<file path="src/rtl/mem16x10_pkg.sv">
// Shared widths and port identifiers for the two-port arbiter onto a 1024x16 single-port RAM.
package mem16x10_pkg;

    localparam int ADDR_W = 10;
    localparam int DATA_W = 16;
    localparam int WAIT_W = 4;

    typedef enum logic {
        PORT0 = 1'b0,
        PORT1 = 1'b1
    } port_id_t;

endpackage

</file>
<file path="src/rtl/arb2_pick.sv">
// Pure combinational grant decision between the two requesters.
module arb2_pick
    import mem16x10_pkg::*;
#(
    parameter int PRIO_MODE = 0,
    parameter int MAX_WAIT  = 4
) (
    input  logic              req0_i,
    input  logic              req1_i,
    input  port_id_t          last_gnt_i,
    input  logic [WAIT_W-1:0] wait_cnt_i,
    output logic              gnt0_o,
    output logic              gnt1_o
);

    localparam logic [WAIT_W-1:0] MAX_WAIT_C = WAIT_W'(MAX_WAIT);

    always_comb begin
        gnt0_o = 1'b0;
        gnt1_o = 1'b0;
        if (req0_i && req1_i) begin
            if (PRIO_MODE == 1) begin
                // Port 0 wins unless port 1 has waited its full budget.
                if (wait_cnt_i == MAX_WAIT_C) begin
                    gnt1_o = 1'b1;
                end else begin
                    gnt0_o = 1'b1;
                end
            end else begin
                if (last_gnt_i == PORT0) begin
                    gnt1_o = 1'b1;
                end else begin
                    gnt0_o = 1'b1;
                end
            end
        end else begin
            gnt0_o = req0_i;
            gnt1_o = req1_i;
        end
    end

endmodule

</file>
<file path="src/rtl/mem16x10_arbiter.sv">
// Two-port arbiter onto a single-port synchronous RAM: grant, address/data mux, read-valid pipeline.
module mem16x10_arbiter
    import mem16x10_pkg::*;
#(
    parameter int PRIO_MODE = 0,
    parameter int MAX_WAIT  = 4
) (
    input  logic              clka,
    input  logic              rst_n,
    input  logic              req0,
    input  logic              we0,
    input  logic [ADDR_W-1:0] addr0,
    input  logic [DATA_W-1:0] wdata0,
    output logic              gnt0,
    output logic              rvalid0,
    output logic [DATA_W-1:0] rdata0,
    input  logic              req1,
    input  logic              we1,
    input  logic [ADDR_W-1:0] addr1,
    input  logic [DATA_W-1:0] wdata1,
    output logic              gnt1,
    output logic              rvalid1,
    output logic [DATA_W-1:0] rdata1,
    output logic              mem_wea,
    output logic [ADDR_W-1:0] mem_addra,
    output logic [DATA_W-1:0] mem_dina,
    input  logic [DATA_W-1:0] mem_douta
);

    localparam logic [WAIT_W-1:0] MAX_WAIT_C = WAIT_W'(MAX_WAIT);

    port_id_t          last_gnt_q, last_gnt_d;
    logic [WAIT_W-1:0] wait_cnt_q, wait_cnt_d;
    logic [ADDR_W-1:0] addr_q, addr_d;
    logic [DATA_W-1:0] din_q, din_d;
    logic              rvalid0_q, rvalid0_d;
    logic              rvalid1_q, rvalid1_d;
    logic              pick0, pick1;

    arb2_pick #(
        .PRIO_MODE (PRIO_MODE),
        .MAX_WAIT  (MAX_WAIT)
    ) u_pick (
        .req0_i     (req0),
        .req1_i     (req1),
        .last_gnt_i (last_gnt_q),
        .wait_cnt_i (wait_cnt_q),
        .gnt0_o     (pick0),
        .gnt1_o     (pick1)
    );

    // Nothing is issued to memory while reset is held.
    assign gnt0 = rst_n & pick0;
    assign gnt1 = rst_n & pick1;

    always_comb begin
        mem_wea   = 1'b0;
        mem_addra = addr_q;
        mem_dina  = din_q;
        if (gnt0) begin
            mem_wea   = we0;
            mem_addra = addr0;
            mem_dina  = wdata0;
        end else if (gnt1) begin
            mem_wea   = we1;
            mem_addra = addr1;
            mem_dina  = wdata1;
        end
    end

    always_comb begin
        last_gnt_d = last_gnt_q;
        if (gnt0) begin
            last_gnt_d = PORT0;
        end else if (gnt1) begin
            last_gnt_d = PORT1;
        end

        wait_cnt_d = '0;
        if (req1 && !gnt1) begin
            wait_cnt_d = (wait_cnt_q == MAX_WAIT_C) ? wait_cnt_q
                                                   : wait_cnt_q + WAIT_W'(1);
        end

        addr_d    = mem_addra;
        din_d     = mem_dina;
        rvalid0_d = gnt0 & ~we0;
        rvalid1_d = gnt1 & ~we1;
    end

    always_ff @(posedge clka) begin
        if (!rst_n) begin
            last_gnt_q <= PORT1;
            wait_cnt_q <= '0;
            addr_q     <= '0;
            din_q      <= '0;
            rvalid0_q  <= 1'b0;
            rvalid1_q  <= 1'b0;
        end else begin
            last_gnt_q <= last_gnt_d;
            wait_cnt_q <= wait_cnt_d;
            addr_q     <= addr_d;
            din_q      <= din_d;
            rvalid0_q  <= rvalid0_d;
            rvalid1_q  <= rvalid1_d;
        end
    end

    // A read issued just before reset must not surface while reset is held.
    assign rvalid0 = rst_n & rvalid0_q;
    assign rvalid1 = rst_n & rvalid1_q;
    assign rdata0  = rvalid0 ? mem_douta : '0;
    assign rdata1  = rvalid1 ? mem_douta : '0;

endmodule

</file>
<file path="config.mk">
export PLATFORM = sky130hd
export DESIGN_NAME = mem16x10_arbiter
export DESIGN_NICKNAME = d
export VERILOG_FILES = /design/src/rtl/mem16x10_pkg.sv /design/src/rtl/arb2_pick.sv /design/src/rtl/mem16x10_arbiter.sv
export SDC_FILE = /design/constraint.sdc
export NUM_CORES = 1
export LEC_CHECK = 0
export CAP_MARGIN = 25
export CORE_AREA = 2 2 58 71
export CTS_CLUSTER_SIZE = 40
export DETAILED_ROUTE_END_ITERATION = 8
export DIE_AREA = 0 0 60 73
export DONT_BUFFER_PORTS = 1
export PLACE_DENSITY = 0.75
export SETUP_SLACK_MARGIN = 0.2
export SLEW_MARGIN = 40
export SYNTH_ARGS = -nofsm -noshare
export SYNTH_HDL_FRONTEND = slang
export SYNTH_SLANG_ARGS = --single-unit
</file>
<file path="constraint.sdc">
create_clock -name clka -period 2.11 [get_ports clka]
set_clock_uncertainty 0.05 [all_clocks]
set_input_delay 0.211 -clock clka [delete_from_list [all_inputs] [get_ports clka]]
set_output_delay 0.211 -clock clka [all_outputs]
set_load 0.01 [all_outputs]
</file>
==> flow_summary.toml <==
[clocking]
clkTransAtPathRegs_ns = 0.06
clk_latency_ns = 0.27
cts_buffers = 5
cts_tree = "built"
cts_root_buffer = "clkbuf_8"
clockBufferDepth = 2
postCtsSetupBuffers = 0
htreeDepth = 2
cts.sinks = 29

[logic_synthesis]
yosys.area_share.simple = 0.2733
syn_area_per_cell_um2 = 8.267
synth_top_family_by_area = "compound AO/OA/AOI/OAI gates"
synthAdderAreaFrac = 0
synth_nets = 311
yosysUniqueCellTypes = 23
synthesis.area_um2 = 1959
ys_ff_latch = 29
ys_seq_area_frac = 0.2963
synth-xor-area-share = 0
synth_top_area_frac = 0.2963
synth_warnings = 0
netlist_instances = 237
synthMuxAreaShare = 0
synth_compound_area_frac = 0.3461
synth.largest_area_cell = "dfxtp_1"
synthTopCellsByArea = "dfxtp_1 (30%), a311oi_2 (18%), and3_1 (10%), a31oi_1 (8.3%), nor3_1 (6.9%)"

[cells_and_area]
final_cells = 284
nets = 303
drive_gt1_frac = 0.2087
multi_input_area_um2 = 1239
area_growth_pct = 7.471
seq_area_um2 = 580.6
diodes = 0
fillers = 369

[grt]
grt_pass1_vias = 1761
antenna_found_initial = 0
grtUsageTotal = 0.2386
overflow = 0
grt_start_max_net_pins = 40
grt_pass1_wl_um = 8038

[placed_design]
place_congestion = 0.7698
hpwl_um = 3719
place_ws_ns = 0.4686
placed_cells = 273
io_buffers = 0

[power]
power.density_nw_per_um2 = 652.0
ir_worst_vdd_mv = 0.4144
p_leak_nw = 0.7621
finalPower_w = 0.001373

[worst_setup_path]
path_max_fanout = 38
worstPathRequired_ns = 1.85
start_kind = "flip-flop"
worstReg2RegStart = "last_gnt_q"
crit_start = "last_gnt_q"
critPathCapture = "mem_dina[14]"
end_kind = "output port"
path_class = "flip-flop to output port"
rrSetupSlack_ns = 0.67
cp_data_arrival_time_ns = 1.62
reg2regPathDepth = 4
r2r_end = "din_q[3]"

[drt]
drt_pass1_iterations = 4
drt_iter0_drc = 125
vias = 1984
postRouteAntennaNets = 0
drc = 0
wl_um = 5431
vias_per_cell = 6.986
wl_per_cell_um = 19.12

[sta]
setup_ws_ns = 0.2276
min_period_over_period = 0.8922
period_needed_ns = 1.882
fmax_mhz = 531.2
setup_viol = 0
fin_tns_setup_ns = 0
max_slew_margin = 0.6821
finalHoldViolations = 0
rsz0062_at_grt = "true"
final_max_slew_viol_count = 0
tightest_slew_ns = 0.4752

[floorplan]
initial_core_util = 0.5177
die_x_um = 60
rows = 25
die_area_um2 = 4380
die_h_um = 73
ios = 137
design.core.area_um2 = 3785

[outcome]
outcome = "finished clean"

[worst_hold_path]
whs_path_depth = 2
hp-class = "primary input to flip-flop"

[job]
drv_cap = 0
metrics by stage:
step                      utilization  hold WS, ns  cell area (um^2)
after floorplan                     -       0.2334              1959
after global placement         0.5190       0.2456              1964
after detailed placement       0.5190       0.2406              1964
after CTS                      0.5531      0.05964              2093
after global routing           0.5564      0.08907              2106
final                          0.5564      0.06191              2106
metal layers:
metal | GRT usage | up-vias | wire [um]
li1 | - | 919 | -
met1 | 0.2772 | 946 | 2135
met2 | 0.4179 | 110 | 2758
met3 | 0.07092 | 9 | 456
met4 | 0.06420 | 0 | 81
met5 | 0 | - | 0
state kept, by name (all words and copies together), names as in the netlist:
name        cells
addr_q         10
rvalid0_q       1
last_gnt_q      1
rvalid1_q       1
din_q          16
report_power, final:
part	internal (W)	leakage, nW	total, W	switching (W)
logic	0.000119	0.478	0.000339	0.000220
registers	0.000591	0.240	0.000605	0.0000143
clock network	0.000228	0.0450	0.000428	0.000200
total	0.000938	0.762	0.00137	0.000435
cell usage in the layout (no fill, tap or decap), types with 3 or more instances in the layout:
cell type and n:
and3_1 32, o21ai_0 18, nand3_1 26, a311oi_2 23
a31oi_1 22, clkbuf_8 5, a31oi_2 4, and2_1 4
a311oi_1 3, nor3_1 27, dlygate4sd3_1 3, buf_4 9
o21ai_1 9, nor2_1 3, dfxtp_1 29
worst min path at each step:
stage / to / start
2_1_floorplan: rvalid0_q / we0
3_3_place_gp: last_gnt_q / rst_n
3_5_place_dp: rvalid0_q / we0
4_1_cts: last_gnt_q / req1
5_1_grt: last_gnt_q / req1
6_report: last_gnt_q / req1
cells in the mapped netlist, drive strengths merged:
library cell	instances
and3	32
dfxtp	29
nor3	27
o21ai	27
a311oi	26
a31oi	26
nand3	26
buf	17
clkbuf	12
and2	4
nand2	3
nor2	3
a22o	1
clkinv	1
inv	1
nor2b	1
or2	1
area by class of cell:
class	instances	share of cell area
clock buffer	6	0.03446
clock inverter	2	0.004753
inverter	2	0.003565
multi-input combinational	177	0.5882
sequential	29	0.2757
tap	54	0.03209
timing repair buffer	14	0.06120
timing repair:
item	4_1_cts	5_1_grt
setup endpoints to repair	8	22
hold buffers	3	0
resized for setup	3	2
endpoints found under the hold margin	3	0
logic make-up (layout without fill, tap and decap cells):
group / count (synthesis) / after routing
compound gates: 80 / 80
simple gates: 97 / 97
buf+inv: 31 / 24
flops: 29 / 29
worst max-delay path, cell delays in order, from the launching register on:
cell	delay, ns
dfxtp_1	0.40
nor2b_4	0.05
or2_2	0.28
buf_4	0.28
a31oi_1	0.32
No activity file was read; power rests on OpenSTA's default activity.
